### src/rtl/reg_bank8_wr.sv
// ---------------------------------------------------------------------------
// reg_bank8_wr
//
// Purpose:
//   Eight-entry register bank fed by the one-hot output of a 3-to-8 select
//   decoder. Legal writes pass through a one-deep pending stage and commit
//   one edge after acceptance. Two registered read ports serve the datapath.
//   A non-one-hot select is dropped and sets a sticky error that blocks
//   further writes until it is cleared.
//
// Configuration:
//   WR_BYPASS_EN - when defined, a read port addressing the entry that the
//                  pending stage commits on the same edge returns the
//                  pending data (write-to-read forwarding, per port).
//                  When undefined, reads return the pre-commit contents.
//
// Parameters:
//   WIDTH        - data width of each entry and of the data ports
//
// Ports:
//   i_clk        - system clock, rising edge
//   i_rst_n      - asynchronous active-low reset
//   i_wr_valid   - write request valid
//   o_wr_ready   - bank accepts a write this cycle (= !o_sel_err)
//   i_wr_sel     - one-hot entry select from the decoder
//   i_wr_data    - write data
//   i_rd_addr_a  - read port A entry index
//   i_rd_addr_b  - read port B entry index
//   o_rd_data_a  - read port A data, one cycle after address
//   o_rd_data_b  - read port B data, one cycle after address
//   o_sel_err    - sticky illegal-select flag
//   i_err_clr    - clears o_sel_err
//   o_wr_count   - number of committed writes, wraps 255 -> 0
// ---------------------------------------------------------------------------
module reg_bank8_wr #(
  parameter int WIDTH = 8
) (
  input  logic             i_clk,
  input  logic             i_rst_n,
  input  logic             i_wr_valid,
  output logic             o_wr_ready,
  input  logic [7:0]       i_wr_sel,
  input  logic [WIDTH-1:0] i_wr_data,
  input  logic [2:0]       i_rd_addr_a,
  input  logic [2:0]       i_rd_addr_b,
  output logic [WIDTH-1:0] o_rd_data_a,
  output logic [WIDTH-1:0] o_rd_data_b,
  output logic             o_sel_err,
  input  logic             i_err_clr,
  output logic [7:0]       o_wr_count
);

  logic [WIDTH-1:0] r_mem [8];

  logic             r_pendValid;
  logic [7:0]       r_pendSel;
  logic [WIDTH-1:0] r_pendData;

  logic             r_selErr;
  logic [7:0]       r_wrCount;
  logic [WIDTH-1:0] r_rdDataA;
  logic [WIDTH-1:0] r_rdDataB;

  logic             w_accept;
  logic             w_selLegal;

  assign o_wr_ready = ~r_selErr;
  assign w_accept   = i_wr_valid & o_wr_ready;

  // Exactly one bit set: nonzero, and clearing the lowest set bit leaves zero.
  assign w_selLegal = (i_wr_sel != 8'd0) &&
                      ((i_wr_sel & (i_wr_sel - 8'd1)) == 8'd0);

  // Pending stage: only a legal accept loads a valid write; anything else
  // (idle, stalled or illegal request) leaves the stage empty next cycle.
  always_ff @(posedge i_clk or negedge i_rst_n) begin
    if (!i_rst_n) begin
      r_pendValid <= 1'b0;
      r_pendSel   <= 8'd0;
      r_pendData  <= '0;
    end else begin
      r_pendValid <= w_accept & w_selLegal;
      if (w_accept && w_selLegal) begin
        r_pendSel  <= i_wr_sel;
        r_pendData <= i_wr_data;
      end
    end
  end

  // Commit: the one-hot pending select is used directly as per-entry
  // write enables, so no re-encoding back to an index is needed.
  always_ff @(posedge i_clk or negedge i_rst_n) begin
    if (!i_rst_n) begin
      for (int i = 0; i < 8; i++) begin
        r_mem[i] <= '0;
      end
    end else if (r_pendValid) begin
      for (int i = 0; i < 8; i++) begin
        if (r_pendSel[i]) begin
          r_mem[i] <= r_pendData;
        end
      end
    end
  end

  always_ff @(posedge i_clk or negedge i_rst_n) begin
    if (!i_rst_n) begin
      r_wrCount <= 8'd0;
    end else if (r_pendValid) begin
      r_wrCount <= r_wrCount + 8'd1;
    end
  end

  // Sticky error: an illegal accept sets it and takes priority over a
  // simultaneous clear request.
  always_ff @(posedge i_clk or negedge i_rst_n) begin
    if (!i_rst_n) begin
      r_selErr <= 1'b0;
    end else if (w_accept && !w_selLegal) begin
      r_selErr <= 1'b1;
    end else if (i_err_clr) begin
      r_selErr <= 1'b0;
    end
  end

`ifdef WR_BYPASS_EN
  logic w_fwdA;
  logic w_fwdB;

  // A port whose address hits the entry being committed this edge sees the
  // new data instead of the stale array contents.
  assign w_fwdA = r_pendValid & r_pendSel[i_rd_addr_a];
  assign w_fwdB = r_pendValid & r_pendSel[i_rd_addr_b];

  always_ff @(posedge i_clk or negedge i_rst_n) begin
    if (!i_rst_n) begin
      r_rdDataA <= '0;
      r_rdDataB <= '0;
    end else begin
      r_rdDataA <= w_fwdA ? r_pendData : r_mem[i_rd_addr_a];
      r_rdDataB <= w_fwdB ? r_pendData : r_mem[i_rd_addr_b];
    end
  end
`else
  // Reads sample the array before this edge's commit lands.
  always_ff @(posedge i_clk or negedge i_rst_n) begin
    if (!i_rst_n) begin
      r_rdDataA <= '0;
      r_rdDataB <= '0;
    end else begin
      r_rdDataA <= r_mem[i_rd_addr_a];
      r_rdDataB <= r_mem[i_rd_addr_b];
    end
  end
`endif

  assign o_rd_data_a = r_rdDataA;
  assign o_rd_data_b = r_rdDataB;
  assign o_sel_err   = r_selErr;
  assign o_wr_count  = r_wrCount;

endmodule

### config.mk
export PLATFORM = sky130hd
export DESIGN_NAME = reg_bank8_wr
export DESIGN_NICKNAME = d
export VERILOG_FILES = /design/src/rtl/reg_bank8_wr.sv
export SDC_FILE = /design/constraint.sdc
export NUM_CORES = 1
export LEC_CHECK = 0
export CAP_MARGIN = 20
export CORE_ASPECT_RATIO = 1.2
export CORE_UTILIZATION = 54
export CTS_CLUSTER_DIAMETER = 50
export DETAILED_ROUTE_END_ITERATION = 10
export GPL_TIMING_DRIVEN = 0
export PLACE_DENSITY = 0.83
export SKIP_CTS_REPAIR_TIMING = 1
export SLEW_MARGIN = 5
export SYNTH_ARGS = -nofsm -noshare
export SYNTH_HDL_FRONTEND = slang
export SYNTH_SLANG_ARGS = --single-unit
export TNS_END_PERCENT = 20
### constraint.sdc
create_clock -name i_clk -period 4.8 [get_ports i_clk]
set_input_delay 1.44 -clock i_clk [delete_from_list [all_inputs] [get_ports i_clk]]
set_output_delay 1.44 -clock i_clk [all_outputs]
set_load 0.02 [all_outputs]
==> results of run 1 <==
area by class of cell:
| cell class | instances | area, um2 | area share (%) |
|---|---|---|---|
| Inverter | 2 | 7.507 | 0.1302 |
| Multi-Input combinational cell | 186 | 2200 | 38.16 |
| Buffer | 18 | 82.58 | 1.433 |
| Timing Repair Buffer | 42 | 435.4 | 7.554 |
| Tap cell | 117 | 146.4 | 2.540 |
| Clock buffer | 10 | 137.6 | 2.388 |
| Sequential cell | 106 | 2653 | 46.02 |
| Clock inverter | 5 | 102.6 | 1.780 |
worst max-delay path, cell delays in order:
cell,delay (ns)
clkdlybuf4s50_1,0.45
or4_1,0.52
buf_2,0.18
nand2_1,0.11
or4_1,0.13
o31a_4,0.19
buf_6,0.21
mux2_4,0.31
sequential cells by signal, indices dropped and copies added (netlist names):
signal       flops
r_mem           64
o_rd_data_b      8
o_sel_err        1
o_rd_data_a      8
o_wr_count       8
r_pendData       8
r_pendSel        8
r_pendValid      1
metal layers:
metal	vias to the layer above	wire, um	track usage (%)
met5	-	0	0
met4	0	243	10.54
met3	19	306	4.696
met2	75	5071	36.37
met1	1549	4210	31.04
li1	1280	-	-
cell families after synthesis:
family                   Yosys count  share of synthesized area (%)
AND/OR/NAND/NOR                   35                          3.418
AO/OA/AOI/OAI                     14                          2.279
XOR/XNOR                           8                          1.418
flip-flops                       106                          53.67
adder cells (fa/ha/maj)            2                         0.4810
buffers and inverters             20                          1.823
multiplexers                     127                          36.91
synthesized netlist by cell type (2+ instances only):
| library cell | number | area share [%] |
|---|---|---|
| dfrtp_1 | 106 | 54 |
| mux2_2 | 86 | 20 |
| mux4_2 | 32 | 15 |
| nand2_1 | 15 | 1.1 |
| mux2_4 | 9 | 2.7 |
| clkbuf_1 | 8 | 0.61 |
| nor2_1 | 7 | 0.53 |
| buf_2 | 6 | 0.61 |
| xnor2_1 | 4 | 0.71 |
| xor2_1 | 4 | 0.71 |
| buf_1 | 3 | 0.23 |
| nand4_1 | 3 | 0.38 |
| nor3_1 | 3 | 0.30 |
| a211oi_1 | 2 | 0.30 |
| and3_1 | 2 | 0.25 |
| inv_1 | 2 | 0.15 |
| o21ai_0 | 2 | 0.20 |
| o22ai_1 | 2 | 0.25 |
| or4_1 | 2 | 0.30 |
power by group:
part / internal (mW) / leakage (nW) / switching [mW]
registers: 0.948 / 1.46 / 0.0677
logic: 0.120 / 1.15 / 0.0941
clock network: 0.357 / 0.118 / 0.287
final timing paths:
kind                            slack [ns]  depth (start not counted)                        end
worst max-delay path                  1.50                          8   r_pendSel[4]$_DFFE_PN0P_
worst min-delay path                  0.50                          1  o_wr_count[7]$_DFFE_PN0P_
worst max register to register        2.83                          6   r_pendSel[4]$_DFFE_PN0P_
worst min register to register        0.50                          1  o_wr_count[7]$_DFFE_PN0P_
max in group asynchronous             3.02                          2      r_mem[40]$_DFFE_PN0P_
min in group asynchronous             1.08                          1  r_pendData[6]$_DFFE_PN0P_
==> impl_metrics.py, run 1 <==
metrics = {
    "clock_tree": {
        "numCtsBuffers": 9,
        "path_clk_slew_ns": 0.10,
        "clockBufferDepth": 2,
        "tritoncts": "built",
        "worstSkewPairLatency_ns": 0.37,
        "clkSinkCount": 106,
        "ctsHtreeMaxLevel": 3,
        "clock-root-buffer": "clkbuf_8",
    },
    "detailed_routing": {
        "drt-pass1-iter-count": 4,
        "ant_nets": 0,
        "drt_wl_total_um": 9831,
        "drc": 0,
        "via_per_inst": 6.014,
        "first_iter_violations": 160,
        "vias": 2923,
        "wire_per_inst_um": 20.23,
    },
    "worst_setup_path": {
        "critical_path_class": "in2reg",
        "cp-start-kind": "input pin",
        "crit_start": "i_wr_sel[2]",
        "crit_arrival_ns": 3.55,
        "endpoint_kind": "flop",
        "reg2reg_from": "o_sel_err$_DFFE_PN0P_",
        "path_max_fanout": 10,
        "critical_path_required_ns": 5.05,
    },
    "floorplanning": {
        "io_pins": 52,
        "dieHeight_um": 106.8,
        "rows": 37,
        "chipWidth_um": 89.33,
        "start_util_pct": 56.49,
        "die_area_um2": 9540,
        "coreArea_um2": 8750,
    },
    "logic_synthesis": {
        "synth_area_um2": 4942,
        "ys_ff_latch": 106,
        "synth_enable_flop_cells": 0,
        "ys.flop_type": "dfrtp_1",
        "synth_cell_types": 33,
        "syn-num-nets": 339,
        "avgSynthCellArea_um2": 15.84,
        "ys_seq_area_share_pct": 53.67,
        "yosys_warnings": 0,
        "syn_inst": 312,
        "synthArstFlopShare_pct": 100.0,
    },
    "place": {
        "gp_congestion": 0.7642,
        "pre_cts_ws_ns": 1.103,
        "dp_cells": 471,
        "place_hpwl_um": 6583,
        "port-buffer-count": 41,
        "place_area_um2": 5524,
    },
    "timing": {
        "setup_ws_ns": 1.499,
        "setup_violations": 0,
        "drv_slew": 0,
        "whs_ns": 0.4962,
        "layout_min_cycle_time_ns": 3.301,
        "maxSlewHeadroom_pct": 53.20,
        "rsz0062_at_grt": "false",
        "hold_viol_final": 0,
        "worstMarginPinSlew_ns": 0.7020,
        "fmaxAchievable_ghz": 0.3030,
        "final.setup.tns_ns": 0,
        "finalCritPeriodShare_pct": 68.77,
        "finClkSkew_ns": 0.01225,
    },
    "global_route": {
        "grt_pass1_wl_um": 15820,
        "antenna_found_initial": 0,
        "overflow": 0,
        "grt_start_max_net_pins": 60,
        "grt.total_usage_pct": 23.15,
        "grt_pass1_vias": 3059,
    },
    "pwr": {
        "leakage_nw": 2.726,
        "power_density_nw_per_um2": 325.0,
        "power_mw": 1.873,
        "ir_worst_vdd_mv": 0.1524,
    },
    "layout": {
        "layout-drive-gt1-share_pct": 41.73,
        "fill_cells": 607,
        "antennaDiodeCount": 0,
        "final_cell_mix": "106 x dfrtp_1, 86 x mux2_2, 40 x clkdlybuf4s50_1",
        "stdcell_count": 486,
        "syn_to_final_growth_pct": 16.63,
        "fin_util_pct": 65.88,
        "final_common_cell": "dfrtp_1",
        "final_cell_area_um2": 5764,
        "nNetsFinal": 392,
    },
    "hold_path": {
        "hold_start": "o_wr_count[7]$_DFFE_PN0P_",
        "hp-class": "reg2reg",
    },
    "job": {
        "drv_cap": 0,
    },
    "outcome": {
        "status": "finished, final reports clean",
    },
}
Power figures use the tool's default switching activity.
==> inputs of run 2 (changes only) <==
clock period = 3.13 ns   (was 4.8 ns; I/O delays follow)
==> results of run 2 <==
Same layout as run 1 (identical final DEF). Status: finished, final reports clean.
Among the figures that moved: setup slack after placement 1.103 ns -> -0.06625 ns; setup slack after layout 1.499 ns -> 0.3301 ns; register-to-register setup slack 2.83 ns -> 1.16 ns; total power 1.873 mW -> 2.873 mW; worst IR drop on VDD 0.1524 mV -> 0.2337 mV
==> inputs of run 3 (changes only) <==
DONT_BUFFER_PORTS = 1   (was not set)
HOLD_SLACK_MARGIN = 0.03   (was not set)
PLACE_DENSITY = 0.75   (was 0.83)
==> run 3 against run 2 <==
Against the previous run:
- register-to-register slack got worse by 0.30 ns
- critical path depth down 4
- clock power fell by 18%
- combinational power down 35%
- flip-flop and latch count unchanged
- cell count down 8.4%
- sequential power hardly changed
- sequential share of layout area increased by 4.2 points
- power down 9.3%
- worst hold slack worse by 0.24 ns
- design area shrank 8.4%
==> impl_metrics.py, run 3 (same netlist as run 1, synthesis figures left out) <==
metrics = {
    "outcome": {
        "status": "finished, final reports clean",
    },
    "timing": {
        "hold_viol_final": 0,
        "setup_violations": 0,
        "setup_ws_ns": 0.6377,
        "finalCritPeriodShare_pct": 79.63,
        "finClkSkew_ns": 0.01277,
        "fmaxAchievable_ghz": 0.4012,
        "layout_min_cycle_time_ns": 2.492,
        "rsz0062_at_grt": "false",
        "final.setup.tns_ns": 0,
        "maxSlewHeadroom_pct": 52.28,
        "drv_slew": 0,
        "worstMarginPinSlew_ns": 0.7159,
    },
    "detailed_routing": {
        "wire_per_inst_um": 21.65,
        "first_iter_violations": 145,
        "ant_nets": 0,
        "vias": 2699,
        "drt-pass1-iter-count": 4,
        "drt_wl_total_um": 9636,
        "via_per_inst": 6.065,
        "drc": 0,
    },
    "pwr": {
        "power_density_nw_per_um2": 493.2,
        "ir_worst_vdd_mv": 0.2585,
        "leakage_nw": 2.534,
    },
    "worst_setup_path": {
        "endpoint_kind": "flop",
        "critical_path_required_ns": 3.38,
        "cp_slowest_cell": "mux4_2",
        "max_stage_delay_ns": 0.57,
        "crit_arrival_ns": 2.75,
        "crit_chain": "clkbuf_1 -> buf_2 -> mux4_2 -> mux2_2",
        "critical_path_class": "in2reg",
        "path_max_fanout": 10,
        "cp-start-kind": "input pin",
    },
    "floorplanning": {
        "dieHeight_um": 106.8,
        "io_pins": 52,
        "rows": 37,
        "die_area_um2": 9540,
        "chipWidth_um": 89.33,
        "coreArea_um2": 8750,
        "start_util_pct": 56.49,
    },
    "global_route": {
        "grt_pass1_vias": 2842,
        "grt_pass1_wl_um": 15350,
        "grt_start_max_net_pins": 107,
        "antenna_found_initial": 0,
        "met2_usage_pct": 36.64,
        "met3_usage_pct": 3.618,
        "busiest_layer": "met2",
        "use_met1_pct": 31.83,
        "overflow": 0,
        "grt.total_usage_pct": 22.71,
    },
    "layout": {
        "antennaDiodeCount": 0,
        "final_cell_mix": "106 x dfrtp_1, 86 x mux2_2, 32 x mux4_2",
        "nNetsFinal": 350,
        "fill_cells": 681,
        "regMostFlops": "r_mem",
        "final_common_cell": "dfrtp_1",
        "largest_reg_flops": 64,
        "syn_to_final_growth_pct": 6.835,
        "layout-drive-gt1-share_pct": 46.34,
    },
    "clock_tree": {
        "path_clk_slew_ns": 0.10,
        "worstSkewPairLatency_ns": 0.37,
        "clock-root-buffer": "clkbuf_8",
        "clkSinkCount": 106,
        "numCtsBuffers": 9,
        "ctsHtreeMaxLevel": 3,
        "clockBufferDepth": 2,
        "tritoncts": "built",
    },
    "place": {
        "pre_cts_ws_ns": 0.1946,
        "gp_congestion": 0.7437,
        "place_hpwl_um": 6161,
        "port-buffer-count": 0,
    },
    "hold_path": {
        "hp-class": "in2async",
    },
    "job": {
        "drv_cap": 0,
    },
}
## run 3: changes by cell type in the layout (fill, tap and decap cells not counted), moves of 2 or more
cell	before	now
clkbuf_8	10	12
clkinvlp_4	1	3
clkdlybuf4s50_1	40	0
bufinv_16	3	0
## run 3: path summary, 6_finish.rpt
check                      cells after the start                      from  slack (ns)                         to
setup reg to reg                               6     o_sel_err$_DFFE_PN0P_        0.86  r_pendData[4]$_DFFE_PN0P_
setup / recovery                               4            i_rd_addr_b[0]        0.64   o_rd_data_b[7]$_DFF_PN0_
hold reg to reg                                2  r_pendSel[0]$_DFFE_PN0P_        0.52   r_pendSel[0]$_DFFE_PN0P_
hold / removal                                 0                   i_rst_n        0.25  r_pendData[3]$_DFFE_PN0P_
min in group i_clk                             2  r_pendSel[0]$_DFFE_PN0P_        0.52   r_pendSel[0]$_DFFE_PN0P_
max in group asynchronous                      0                   i_rst_n        2.73      r_mem[35]$_DFFE_PN0P_
## run 3: layout make-up
type,count,area [um2],area share (%)
clock buffers,13,168.9,3.199
multi-input cells,186,2200,41.66
flip-flops and latches,106,2653,50.24
clock inverters,3,22.52,0.4265
inverters,2,7.507,0.1422
well taps,117,146.4,2.773
plain buffers,18,82.58,1.564
## run 3: where the power goes
| part | internal [mW] | leakage, nW | switching, mW | total (mW) |
|---|---|---|---|---|
| logic | 0.132 | 0.988 | 0.0831 | 0.215 |
| clock network | 0.355 | 0.0879 | 0.453 | 0.808 |
| registers | 1.45 | 1.46 | 0.128 | 1.58 |
| total | 1.94 | 2.53 | 0.664 | 2.60 |
## run 3: metal layers
layer  part of all wire (%)  routed length [um]
met5                      0                   0
met4                    1.4                 139
met3                    3.7                 359
met2                     51                4931
met1                     44                4205
## run 3: worst max-delay path: cells and delay by family
family / cells / cell delay [ns]
muxes: 2 / 0.86
buffers and inverters: 2 / 0.95
## run 3: metrics by stage
step / std cells / util [%] / hold slack [ns] / total power, mW / area (um2)
after floorplan: 312 / - / 0.4624 / 1.754 / 4942
after global placement: 429 / 58.16 / 0.4925 / 1.814 / 5089
after detailed placement: 429 / 58.16 / 0.4933 / 1.827 / 5089
after CTS: 445 / 60.35 / 0.2450 / 2.623 / 5280
after global routing: 445 / 60.35 / 0.2245 / 2.713 / 5280
final: 445 / 60.35 / 0.2530 / 2.604 / 5280
